[config.mk]
export PLATFORM = sky130hd
export DESIGN_NAME = full_adder
export DESIGN_NICKNAME = d
export VERILOG_FILES = /design/src/rtl/full_adder_cell.sv /design/src/rtl/full_adder.sv
export SDC_FILE = /design/constraint.sdc
export NUM_CORES = 1
export LEC_CHECK = 0
export BUFFER_PORTS_ARGS = -buffer_cell sky130_fd_sc_hd__buf_2
export CORE_AREA = 2 2 39 41
export CTS_BUF_LIST = sky130_fd_sc_hd__clkbuf_16
export DETAILED_ROUTE_END_ITERATION = 7
export DIE_AREA = 0 0 41 43
export GPL_ROUTABILITY_DRIVEN = 0
export GPL_TIMING_DRIVEN = 0
export HOLD_SLACK_MARGIN = 0.03
export PLACE_DENSITY_LB_ADDON = 0.3
export SLEW_MARGIN = 20
export SYNTH_ARGS = -nofsm -noshare
export SYNTH_HDL_FRONTEND = slang
export SYNTH_SLANG_ARGS = --single-unit
[constraint.sdc]
create_clock -name clk -period 0.95 [get_ports clk]
set_clock_uncertainty 0.05 [all_clocks]
set_input_delay 0.1425 -clock clk [delete_from_list [all_inputs] [get_ports clk]]
set_output_delay 0.1425 -clock clk [all_outputs]
set_load 0.01 [all_outputs]
[src/rtl/full_adder_cell.sv]
// Single-bit combinational full-adder cell; the ripple chain in full_adder
// is built from these.
module full_adder_cell (
    input  logic a,
    input  logic b,
    input  logic cin,
    output logic sum,
    output logic cout
);

    assign sum  = a ^ b ^ cin;
    assign cout = (a & b) | (a & cin) | (b & cin);

endmodule

[src/rtl/full_adder.sv]
// Registered ripple-carry adder: {cout, sum} = a + b + cin, presented one clock
// after a valid input.
module full_adder #(
    parameter int unsigned WIDTH = 1
) (
    input  logic             clk,
    input  logic             rst_n,
    input  logic [WIDTH-1:0] a,
    input  logic [WIDTH-1:0] b,
    input  logic             cin,
    input  logic             in_valid,
    output logic [WIDTH-1:0] sum,
    output logic             cout,
    output logic             out_valid
);

    logic [WIDTH:0]   carry;
    logic [WIDTH-1:0] sum_d;

    assign carry[0] = cin;

    for (genvar i = 0; i < WIDTH; i++) begin : g_chain
        full_adder_cell u_cell (
            .a   (a[i]),
            .b   (b[i]),
            .cin (carry[i]),
            .sum (sum_d[i]),
            .cout(carry[i+1])
        );
    end

    // Result holds its last value while in_valid is low; only the valid flag drops.
    always_ff @(posedge clk or negedge rst_n) begin
        if (!rst_n) begin
            sum       <= '0;
            cout      <= 1'b0;
            out_valid <= 1'b0;
        end else begin
            out_valid <= in_valid;
            if (in_valid) begin
                sum  <= sum_d;
                cout <= carry[WIDTH];
            end
        end
    end

endmodule

* Word-level counts from Yosys, hierarchy flattened *
Cells that the tools add are included.

cells by class
  bitwise operators = 7

operator list
  cell               number
  bitwise AND 1 bit  3
  bitwise OR 1 bit   2
  XOR 1 bit          2

word-level totals
  bits in registers = 3
  input port bits = 6
  output and inout port bits = 3
  word-level logic and storage cells = 10

* Depth between registers and ports, before layout *
  word-level depth = 3
  depth in mapped cells = 2
  gate-level depth less buffers = 2

* By module *
From an unflattened synthesis, not the netlist that was laid out.

second synthesis, totals
  cells, all modules = 6
  area total of the unflattened synthesis = 117.6 µm²

by module, submodules not included
  module           area each (µm²)  cells each  instances  sequential area each (µm²)
  full_adder       97.6             5           1          75.1
  full_adder_cell  20.0             1           1          0.0

* Worst setup path before layout *
No wires, ideal clock.

  path kind = input to register
  start point = input a
  end point = register sum
  setup time = 0.125 ns
  arrival time = 0.844 ns
  stages on the path = 2
  buffers on the path = 0
  slack = -0.068 ns
  required time = 0.775 ns
  path through = fa_1 > mux2_2

on the way
  cells in the longest elaborated chain, start to end = 2

RTL lines
  element                  RTL line               source
  start: declaration       full_adder.sv:8        input logic [WIDTH-1:0] a,
  XOR 1 bit (2 in series)  full_adder_cell.sv:11  assign sum = a ^ b ^ cin;
  end signal: assignment   full_adder.sv:41       sum <= sum_d;
  end: declaration         full_adder.sv:12       output logic [WIDTH-1:0] sum,

Every way passes these cells.
A chain may end at the register's enable or synchronous reset.

* Final worst setup path *
  start point = register cout
  end point = output cout

RTL lines
  element                   RTL line          source
  start: declaration        full_adder.sv:13  output logic cout,
  start signal: assignment  full_adder.sv:42  cout <= carry[WIDTH];

No word-level cell between the ends.

==> summary.md <==
| Metric | Value |
|---|---|
| Critical Path Max Stage Delay | between 300 and 400 ps |
| Number of enable flip-flop cells after synthesis | 0 |
| Final ANT Viol Nets | 0 |
| Nets | 28 |
| Peak Freq | 1070 MHz |
| Die ar. | 1760 um^2 |
| Register area | 75.1 um^2 |
| Clk slew on worst S/H paths | 30 ps |
| Routed vias | 105 |
| Switch Pwr | 149 uW |
| Buf/Inv on CP | 1 |
| Sequential share of power | 17.4% |
| Footprint of the multi-input gates | approximately 49 um^2 |
| Final Cycle Share | between 90% and 100% |
| Fillers | 144 |
| Flops & latches, synth | 3 |
| Max-cap viol count | 0 |
| Crit end category | output pin |
| CTS tree | built |
| Asr flop ratio synth | 100% |
| Worst EP arrival | 740 ps |
| Number of CTS-inserted buffers | 3 |
| Most area-hungry cell type in the Yosys netlist | dfrtp_1 |
| WHS | approximately 170 ps |
| IO Port Bufs | 8 |
| Yosys top cell area share | 63.8% |
| Slowest CP cell | dfrtp_1 |
| # diodes | 0 |
| Critical Path Sink | cout |
| Clock share of power | 74.3% |
| Setup violations, final | 0 |
| Status | completed |
| P per Cell Area | just over 3000 nW/um^2 |
| Worst Hold Class | in2reg |
| Reg2Reg Launch Point | cout |
| Syn. warnings | 0 |
| Placed insts | 30 |
| Total track usage | 5.15% |
| Initial antenna violation count | 0 |
| Setup Fix Bufs, Post-CTS | 0 |
| Net Count, Synth | 13 |
| Worst setup path start | cout |
| Vias in the first global route | 110 |
| Largest net degree at the start of global routing | 4 |
| Post-Syn Area | approximately 120 um^2 |
| Most frequent cell after synthesis | dfrtp_1 |
| CTS Buffer Depth | 2 |
| GR Overflow Total | 0 |
| Starting DRT DRC Count | 0 |
| Sw frac | 17.0% |
| Total wire length | 309 um |
| WL per Instance | 8.58 um |
| Post-route cell area | 283 um^2 |
| Top Ports | 9 |
| Share of layout cells above drive strength 1 | 70.0% |
| VDD IR max | 0.854 mV |
| Ranking of synthesized cells by area | dfrtp_1 64%, mux2_2 19%, fa_1 17% |
| CP Data Required Time | 760 ps |
| Leak pwr | 0.000136 uW |
| Setup CP Type | reg2out |
| Chip Height | 43 um |
| PostCTS Resize Cnt | 0 |
| Max-slew violation total from the final report | 0 |
| CP top delay family | flip-flops |
| Pint | 729 uW |
| Actual slew at the worst max-slew pin | 80.6 ps |
| RSZ-0062 raised after global routing | true |
| Area after DPL | 184 um^2 |
| 1st-pass router iterations | 1 |
| Fin cells | 36 |
| Seq/Total Area, Yosys | between 60% and 70% |
| Critical Path Start Type | flop |
| Core Rows | 14 |
| Post-Syn Instances | 6 |
| Post-synth cell types | 3 |
| Residual DRC | 0 |
| Mapped Avg Cell Area | 19.6 um^2 |
| Core area | 1380 um^2 |
| Worst skew pair latency | 220 ps |
| Minimum clock period | 931 ps |
| Critical path depth | 1 |
| Area Growth Syn to Fin | 140% |
| R2r worst-path depth | 1 |
| Combinational power share | between 8 and 9% |
| Reg-to-reg setup timing slack | roughly 150 ps |
| First-pass GRT wire length | 469 um |
| Relative slew margins | 94.6% |
| Final Hold Vio Count | 0 |
| Clock sinks | 3 |
| CTS root buf | clkbuf_16 |
| Commonest cells in the netlist | 3 x dfrtp_1, 2 x mux2_2, 1 x fa_1 |
| Initial core utilization | 8.50% |
| Reg-to-Reg End | cout |
| Critical path, cell by cell | buf_2 |
| Post-synth top flop | dfrtp_1 |
| Vias per std cell | 2.92 |
| Crit Path Max Fanout | 2 |
| Die width | roughly 41 um |
| H-tree lvl count | 1 |
-- through the flow --
step	power [uW]	worst slack (ps)	TNS, ps	util, %
after floorplan	182	-48.6	-48.6	-
after global placement	216	-173	-265	13.3
after detailed placement	220	-189	-293	13.3
after CTS	889	17.2	0	20.4
after global routing	919	-4.88	-4.88	20.4
final	878	19.4	0	20.4
-- sequential cells by signal, summed over array words and instances (netlist names) --
name	cells
cout	1
out_valid	1
sum	1
-- cell families after synthesis --
| kind of cell | after synthesis | share of synthesized area (%) |
|---|---|---|
| adders and majority gates | 1 | 17.0 |
| DFF | 3 | 63.8 |
| muxes | 2 | 19.1 |
-- placed cells by master (no fill, tap or decap) --
cell           Yosys  final
clkbuf_16          0      3
mux2_4             0      1
dfrtp_1            3      3
mux2_2             2      1
inv_1              0      1
dlygate4sd3_1      0      2
fa_2               0      1
buf_2              0      8
-- power groups by stage --
stage	Clock (uW)	Sequential (uW)	Combinational [uW]
detailed placement	0	154	66.0
floorplan	0	161	20.5
CTS	661	153	74.2
global placement	0	153	62.9
global route	683	155	80.5
finish	652	153	73.2
-- layout make-up --
class,count,share of cell area [%]
Timing Repair Buffer,10,21.2
Tap cell,16,7.08
Clock inverter,1,1.33
Clock buffer,3,26.5
Sequential cell,3,26.5
Multi-Input combinational cell,3,17.3
-- metal layers --
layer / track usage [%] / share of wire (%) / wire length [um]
met4: 6.00 / 3.6 / 11
met2: 4.06 / 31 / 96
met1: 5.25 / 42 / 130
met5: 0 / 0 / 0
met3: 6.81 / 23 / 70
-- worst min path at each step --
stage / slack (ps) / endpoint / from / cells past startpoint
global route: 170 / cout / in_valid / 2
floorplan: -200 / cout / rst_n / 0
CTS: 160 / cout / in_valid / 2
detailed placement: -110 / out_valid / rst_n / 1
finish: 170 / cout / in_valid / 2
global placement: -110 / out_valid / rst_n / 1
-- repair_timing --
action | in CTS | in global routing
endpoints found under the setup margin | 0 | 1
hold buffers | 2 | 0
endpoints found under the hold margin | 4 | 0
Note: power is estimated with default switching activity, not from simulation.
